**src/rtl/mergesort_sched.sv**
```systemverilog
// mergesort_sched: round-robin command scheduler for the shared MergeSort accelerator
module mergesort_sched #(
   parameter int ADDR_W  = 8,
   parameter int LEN_W   = 8,
   parameter int MAX_LEN = 16,
   parameter int TIMEOUT = 1024
) (
   input  logic                clock_i,
   input  logic                reset_ni,
   input  logic [1:0]          req_valid_i,
   output logic [1:0]          req_ready_o,
   input  logic [2*ADDR_W-1:0] req_base_i,
   input  logic [2*LEN_W-1:0]  req_len_i,
   output logic                acc_start_o,
   output logic                acc_abort_o,
   output logic [ADDR_W-1:0]   acc_base_o,
   output logic [LEN_W-1:0]    acc_len_o,
   input  logic                acc_done_i,
   output logic                resp_valid_o,
   output logic                resp_id_o,
   output logic [1:0]          resp_status_o,
   output logic                stall_o,
   output logic                busy_o
);
   localparam int CNT_W = (TIMEOUT > 1) ? $clog2(TIMEOUT) : 1;
   localparam logic [CNT_W-1:0] CNT_LAST = CNT_W'(TIMEOUT - 1);
   localparam logic [1:0] ST_OK  = 2'b00;
   localparam logic [1:0] ST_LEN = 2'b01;
   localparam logic [1:0] ST_TO  = 2'b10;

   typedef enum logic [1:0] {IDLE, ISSUE, WAIT, RESP} state_t;

   state_t             state_q, state_d;
   logic               last_q, last_d;
   logic               id_q, id_d;
   logic [1:0]         status_q, status_d;
   logic [ADDR_W-1:0]  base_q, base_d;
   logic [LEN_W-1:0]   len_q, len_d;
   logic [CNT_W-1:0]   cnt_q, cnt_d;
   logic               grant;
   logic [LEN_W-1:0]   sel_len;
   logic               len_bad;
   logic               len_trivial;

   // port not granted last wins a tie; otherwise whichever port is valid
   assign grant       = (&req_valid_i) ? ~last_q : req_valid_i[1];
   assign sel_len     = grant ? req_len_i[LEN_W +: LEN_W] : req_len_i[0 +: LEN_W];
   assign len_bad     = 32'(sel_len) > MAX_LEN;
   assign len_trivial = sel_len <= LEN_W'(1);

   assign acc_base_o    = base_q;
   assign acc_len_o     = len_q;
   assign resp_id_o     = id_q;
   assign resp_status_o = status_q;
   assign busy_o        = state_q != IDLE;
   assign stall_o       = busy_o && !id_q;

   // state and job registers; reset drops any job in flight silently
   always_ff @(posedge clock_i or negedge reset_ni) begin
      if (!reset_ni) begin
         state_q  <= IDLE;
         last_q   <= 1'b1;
         id_q     <= 1'b0;
         status_q <= ST_OK;
         base_q   <= '0;
         len_q    <= '0;
         cnt_q    <= '0;
      end else begin
         state_q  <= state_d;
         last_q   <= last_d;
         id_q     <= id_d;
         status_q <= status_d;
         base_q   <= base_d;
         len_q    <= len_d;
         cnt_q    <= cnt_d;
      end
   end

   // next-state and pulse outputs; done beats timeout in the same WAIT cycle
   always_comb begin
      state_d      = state_q;
      last_d       = last_q;
      id_d         = id_q;
      status_d     = status_q;
      base_d       = base_q;
      len_d        = len_q;
      cnt_d        = cnt_q;
      req_ready_o  = 2'b00;
      acc_start_o  = 1'b0;
      acc_abort_o  = 1'b0;
      resp_valid_o = 1'b0;
      case (state_q)
         IDLE: if (|req_valid_i) begin
            req_ready_o = grant ? 2'b10 : 2'b01;
            last_d      = grant;
            id_d        = grant;
            base_d      = grant ? req_base_i[ADDR_W +: ADDR_W] : req_base_i[0 +: ADDR_W];
            len_d       = sel_len;
            status_d    = len_bad ? ST_LEN : ST_OK;
            state_d     = (len_bad || len_trivial) ? RESP : ISSUE;
         end
         ISSUE: begin
            acc_start_o = 1'b1;
            cnt_d       = '0;
            state_d     = WAIT;
         end
         WAIT: begin
            cnt_d = (cnt_q == CNT_LAST) ? cnt_q : cnt_q + 1'b1;
            if (acc_done_i) begin
               status_d = ST_OK;
               state_d  = RESP;
            end else if (cnt_q == CNT_LAST) begin
               acc_abort_o = 1'b1;
               status_d    = ST_TO;
               state_d     = RESP;
            end
         end
         RESP: begin
            resp_valid_o = 1'b1;
            state_d      = IDLE;
         end
         default: state_d = IDLE;
      endcase
   end
endmodule

```
**config.mk**
```make
export PLATFORM = sky130hd
export DESIGN_NAME = mergesort_sched
export DESIGN_NICKNAME = d
export VERILOG_FILES = /design/src/rtl/mergesort_sched.sv
export SDC_FILE = /design/constraint.sdc
export NUM_CORES = 1
export LEC_CHECK = 0
export BUFFER_PORTS_ARGS = -buffer_cell sky130_fd_sc_hd__buf_2
export CORE_ASPECT_RATIO = 1.5
export CORE_MARGIN = 1.5
export CORE_UTILIZATION = 49
export CTS_CLUSTER_DIAMETER = 60
export DETAILED_ROUTE_END_ITERATION = 6
export GPL_TIMING_DRIVEN = 0
export PLACE_DENSITY = 0.79
export SLEW_MARGIN = 20
export SYNTH_ARGS = -nofsm -noshare
export SYNTH_HDL_FRONTEND = slang
export SYNTH_SLANG_ARGS = --single-unit
```
**constraint.sdc**
```tcl
create_clock -name clock_i -period 1.9 [get_ports clock_i]
set_input_delay 0.38 -clock clock_i [delete_from_list [all_inputs] [get_ports clock_i]]
set_output_delay 0.38 -clock clock_i [all_outputs]
set_load 0.005 [all_outputs]
```
==> After elaboration in Yosys (flattened, before gate mapping) <==
Index checks and enable logic that the tools add are counted.
Widths: inputs -> output; s select.
{ "classes": {"n_addsub": 1, "magnitude_cmp": 2, "n_eq_ne": 7, "mux": 23, "bitwise": 1, "reduce_logical": 13} }
{ "ops": {"columns": ["cell", "count"], "rows": [
  ["$mux 2", 10],
  ["$pmux 10 s2", 1],
  ["$mux 8", 2],
  ["$add 10x1->10 const B", 1],
  ["$eq 10x10->1 const B", 1],
  ["$mux 10", 1],
  ["$gt 8x5->1 const B", 1],
  ["$le 8x1->1 const B", 1],
  ["$pmux 2 s4", 1],
  ["$reduce_and 2->1", 4],
  ["$mux 1", 7],
  ["$reduce_bool 2->1", 3],
  ["$eq 2x2->1 const B", 2],
  ["$ne 2x2->1 const B", 2],
  ["$pmux 2 s2", 1],
  ["$ne 3x3->1 const B", 1],
  ["$reduce_and 3->1", 1],
  ["$eq 2x1->1 const B", 1],
  ["$logic_not 2->1", 1],
  ["$reduce_or 2->1", 1],
  ["$logic_and 1x1->1", 1],
  ["$logic_not 1->1", 1],
  ["$logic_or 1x1->1", 1],
  ["$not 1->1", 1]
]} }
{ "word_totals": {"regBits": 32, "in_bits": 37, "output_inout_bits": 26} }

==> Longest topological paths before layout <==
{ "logic_depth": {"depth_word": 8, "depth_mapped": 7, "depth_no_buf": 6} }

==> Least setup slack after synthesis <==
OpenSTA, ideal clock, no wires.
{ "synth_path": {"path_kind": "register to register", "start": "register cnt_q[0]", "end": "register cnt_q[5]", "t_arrival_ns": 1.608, "required_time_ns": 1.759, "path_slack_ns": 0.152, "path_stages_with_launch": 8, "n_path_buf": 2, "path_cell_list": "dfrtp_1 ha_1 and4_1 buf_6 and3_4 buf_6 o311ai_1 o311ai_1"} }
{ "synth_between": {"elab_chain_len": 3, "word_cells_on_any_way": 6} }
{ "synth_lines": {"columns": ["element", "line_no", "text"], "rows": [
  ["start: declaration", "39", "logic [CNT_W-1:0] cnt_q, cnt_d;"],
  ["start signal: assignment", "75", "cnt_q <= cnt_d;"],
  ["$add 10x1->10 / $eq 10x10->1 (equally long branches)", "108", "cnt_d = (cnt_q == CNT_LAST) ? cnt_q : cnt_q + 1'b1;"],
  ["$mux 10 / $ne 2x2->1 (equally long branches)", null, null],
  ["$pmux 10 s2 / $reduce_and 2->1 (equally long branches)", null, null]
]} }
Parallel ways exist; a longest one is shown, timed or not. The select of a mux whose other input is x is not followed.
A chain may end at the register's enable or synchronous reset.

==> Final worst setup path <==
{ "layout_path": {"start": "register cnt_q[1]", "end": "output acc_abort_o"} }
{ "layout_between": {"elab_chain_len": 4} }
{ "layout_lines": {"columns": ["element", "line_no", "text"], "rows": [
  ["$eq 10x10->1", "112", "end else if (cnt_q == CNT_LAST) begin"],
  ["$mux 1", "112", null],
  ["$mux 1", "109", "if (acc_done_i) begin"],
  ["$mux 1", "92", "case (state_q)"],
  ["end: declaration", "15", "output logic acc_abort_o,"]
]} }
Every way passes these cells.

==> metrics <==
Slew headroom=52.7%; num ports=63; Inst Count DP=283; met2 Resource Use GR=44.3%; sequential area share after synthesis=45.2%; Max Clk Rate=543 MHz; synth top area cells=sky130_fd_sc_hd__dfrtp_1 (44%), sky130_fd_sc_hd__mux2i_1 (5.6%), sky130_fd_sc_hd__a222oi_1 (4.5%), sky130_fd_sc_hd__ha_1 (3.5%), sky130_fd_sc_hd__inv_1 (3.4%); area growth from synthesis to layout=31.8%; Bufs on Longest Clock Path=2; Core ar.=3450 um^2; required time of the critical path=1.52 ns; CP Launch Point=cnt_q[1]; Final Critical Period=1.84 ns; top_reg_cell synth=sky130_fd_sc_hd__dfrtp_1; sort of element at the start of the critical path=register; DRT iter0 DRCs=73; Max Clock Skew=0.00313 ns; clock transition time at the flip-flop clock pins of the worst setup and hold paths=0.07 ns; Clk pwr share=20.4%; most utilized layer in the global route result=met2; slowest cell on the critical path=sky130_fd_sc_hd__dfrtp_1; largest net degree at the start of global routing=33; cell taking the most area after synthesis=sky130_fd_sc_hd__dfrtp_1; Congestion Overflow GR=0; All-Layer GR Usage=24.3%; switching power of the nets=0.00121 W; Die Width=52.2 um; number of cell rows=26; starting utilization of the core area=51.5%; Residual DRC=0; most used cells in the layout excluding fill and tap cells=sky130_fd_sc_hd__buf_2 (63), sky130_fd_sc_hd__dfrtp_1 (31), sky130_fd_sc_hd__inv_1 (14), sky130_fd_sc_hd__nand2_1 (14), sky130_fd_sc_hd__o21ai_0 (11); unrepaired setup endpoints after global routing=false; count of input and output buffers=62; hold buffer count at CTS=0; area share of the largest cell type after synthesis=43.7%; final cell count without fillers=296; via total after detailed routing=1694; most frequent standard cell in the layout excluding fill and tap cells=sky130_fd_sc_hd__buf_2; first-pass GRT wire length=7450 um; Post-Syn Instances=179; share of cells above drive strength 1=38.2%; min-delay worst type=input pin to async pin; Yosys warning total=0; cell family with most CP delay=flip-flops; multiplexer area fraction after synthesis=5.64%; Crit path arrival time=1.46 ns; total clock sinks=32; antenna diode count=0; antenna violations before repair=0; area enclosed by the die boundary=4000 um^2; flops & latches, synth=32; antenna-violating nets left=0; # setup viols final=0; Adder-Cell Fraction of Synth Area=3.52%; Worst path max stage delay=0.39 ns; compound-cell area share of the yosys netlist=22.2%; max-slew violations=0; Worst VDD drop=0.000864 V; Worst Tran Pin Value=0.710 ns; Filler Cell Count=318; total wirelength of the detailed-routed design=4490 um; final HPWL from detailed placement=3140 um; XOR/XNOR Fraction of Synth Area=1.48%; Syn Std Cell Area=1780 um^2; number of distinct library cells after synthesis=46; overall die height=76.7 um; max-cap viol count=0; startpoint of the most critical register-to-register path=state_q[0]; number of H-tree levels=2; async set-or-reset flop fraction in the synthesized netlist=100%; status=finished, final reports clean; global placement routability congestion=0.769; Routed wire per std cell=15.2 um; power density cells=1370 nW/um^2; Clk Latency, worst-skew pair=0.29 ns; fraction of power consumed by sequential logic=34.8%; number of iterations in the first detailed-routing pass=4; TritonCTS clock tree=yes; Comb power frac=44.7%; via count of the first global-routing pass=1680; Vias per Instance=5.72; dominant combinational cell family by area after synthesis=compound AO/OA/AOI/OAI gates; clock tree root driver cell=sky130_fd_sc_hd__clkbuf_8; switching share of power=37.6%; Final Util=67.9%; final hold viol count=0; leakage power figure=1.16 nW; type of the worst setup path=register to output port; internal power component=0.00200 W; buffer and inverter count on the worst path=2; Simple-Gate Fraction of Synth Area=14.7%; period utilisation layout=96.8%; CP cell instances=ha_4, and4_1, buf_6, nand3_4, nor2_2, buf_2; EDFF count, synth=0; top fanout value on the critical path=6; average cell area after synthesis=9.92 um^2; met3 capacity usage during global routing=5.45%; capturing element type of the critical path=output port; nets@finish=295; Syn Nets=221; GR met1 Demand/Resource=27.4%; Num CTS Buffers=5
[per-stage QoR]
| step | power [W] | cell area (um^2) | setup slack (ns) | TNS, ns | hold slack (ns) |
|---|---|---|---|---|---|
| after global placement | 0.00236 | 2140 | -0.00325 | -0.00325 | 0.461 |
| after global routing | 0.00344 | 2340 | 0.00138 | 0 | 0.203 |
| after detailed placement | 0.00241 | 2140 | -0.0302 | -0.0591 | 0.471 |
| after floorplan | 0.00191 | 1780 | 0.152 | 0 | 0.0844 |
| final | 0.00321 | 2340 | 0.0599 | 0 | 0.139 |
| after CTS | 0.00319 | 2330 | 0.0117 | 0 | 0.166 |
[layer usage]
layer	vias up	wire, um	part of all wire (%)
met1	811	1730	39
met5	-	0	0
met4	0	53	1.2
met3	5	235	5.2
li1	818	-	-
met2	60	2470	55
[sequential cells by signal, indices dropped and copies added (netlist names)]
signal         flops
cnt_q             10
acc_base_o         8
acc_len_o          8
resp_status_o      2
state_q            2
last_q             1
resp_id_o          1
[power by group through the flow]
stage / logic, W / clock network, W / registers [W]
after floorplan: 0.000796 / 0 / 0.00112
after CTS: 0.00141 / 0.000666 / 0.00111
final: 0.00144 / 0.000655 / 0.00112
after global routing: 0.00159 / 0.000697 / 0.00115
after detailed placement: 0.00129 / 0 / 0.00112
after global placement: 0.00125 / 0 / 0.00111
[path summary, 6_finish.rpt]
path | end | slack (ns) | cells after the start
worst max-delay path | acc_abort_o | 0.06 | 6
worst min-delay path | cnt_q[2] | 0.14 | 1
worst max register to register | acc_base_o[7] | 0.14 | 6
worst min register to register | acc_len_o[7] | 0.48 | 2
max in group asynchronous | acc_base_o[1] | 1.31 | 1
min in group clock_i | acc_base_o[2] | 0.30 | 3
[logic make-up after synthesis]
| logic type | after synthesis |
|---|---|
| mux | 10 |
| xor+xnor | 3 |
| buf+inv | 26 |
| compound gates | 52 |
| simple gates | 51 |
| flops | 32 |
| fa+ha+maj | 5 |
[cells in the mapped netlist (2+ instances only)]
master and n:
sky130_fd_sc_hd__dfrtp_1 31, sky130_fd_sc_hd__inv_1 16, sky130_fd_sc_hd__nand2_1 14, sky130_fd_sc_hd__o21ai_0 11, sky130_fd_sc_hd__mux2i_1 10, sky130_fd_sc_hd__nor2_1 10
sky130_fd_sc_hd__a222oi_1 8, sky130_fd_sc_hd__a21oi_1 6, sky130_fd_sc_hd__nor3_1 6, sky130_fd_sc_hd__ha_1 5, sky130_fd_sc_hd__nand3_1 5, sky130_fd_sc_hd__a21o_1 4
sky130_fd_sc_hd__a311oi_1 4, sky130_fd_sc_hd__a31oi_1 4, sky130_fd_sc_hd__clkbuf_1 4, sky130_fd_sc_hd__and4_1 2, sky130_fd_sc_hd__buf_2 2, sky130_fd_sc_hd__buf_6 2
sky130_fd_sc_hd__nand4_1 2, sky130_fd_sc_hd__nor2_2 2, sky130_fd_sc_hd__nor3b_1 2, sky130_fd_sc_hd__nor4_1 2, sky130_fd_sc_hd__o311ai_1 2, sky130_fd_sc_hd__o41ai_1 2
sky130_fd_sc_hd__xnor2_1 2
[layout make-up]
type                       count  area (um^2)  area share (%)
tap                           42         52.6            2.25
timing repair buffer          67          348            14.9
buffer                        10         72.6            3.10
inverter                      16         60.1            2.57
clock buffer                   5         68.8            2.94
multi-input combinational    121          893            38.2
sequential                    32          802            34.3
clock inverter                 3         42.5            1.82
[worst register-to-register path: stages, from the launching register on]
cell                       delay, ns
sky130_fd_sc_hd__dfrtp_1        0.41
sky130_fd_sc_hd__inv_2          0.11
sky130_fd_sc_hd__ha_4           0.19
sky130_fd_sc_hd__o21ai_2        0.17
sky130_fd_sc_hd__clkbuf_1       0.26
sky130_fd_sc_hd__a222oi_1       0.42
sky130_fd_sc_hd__inv_1          0.08
[timing repair]
action                     CTS  global route
resized for setup            9             4
pin swaps                    2             1
setup buffers                4             1
setup endpoints to repair    4             4
Power figures use the tool's default switching activity.
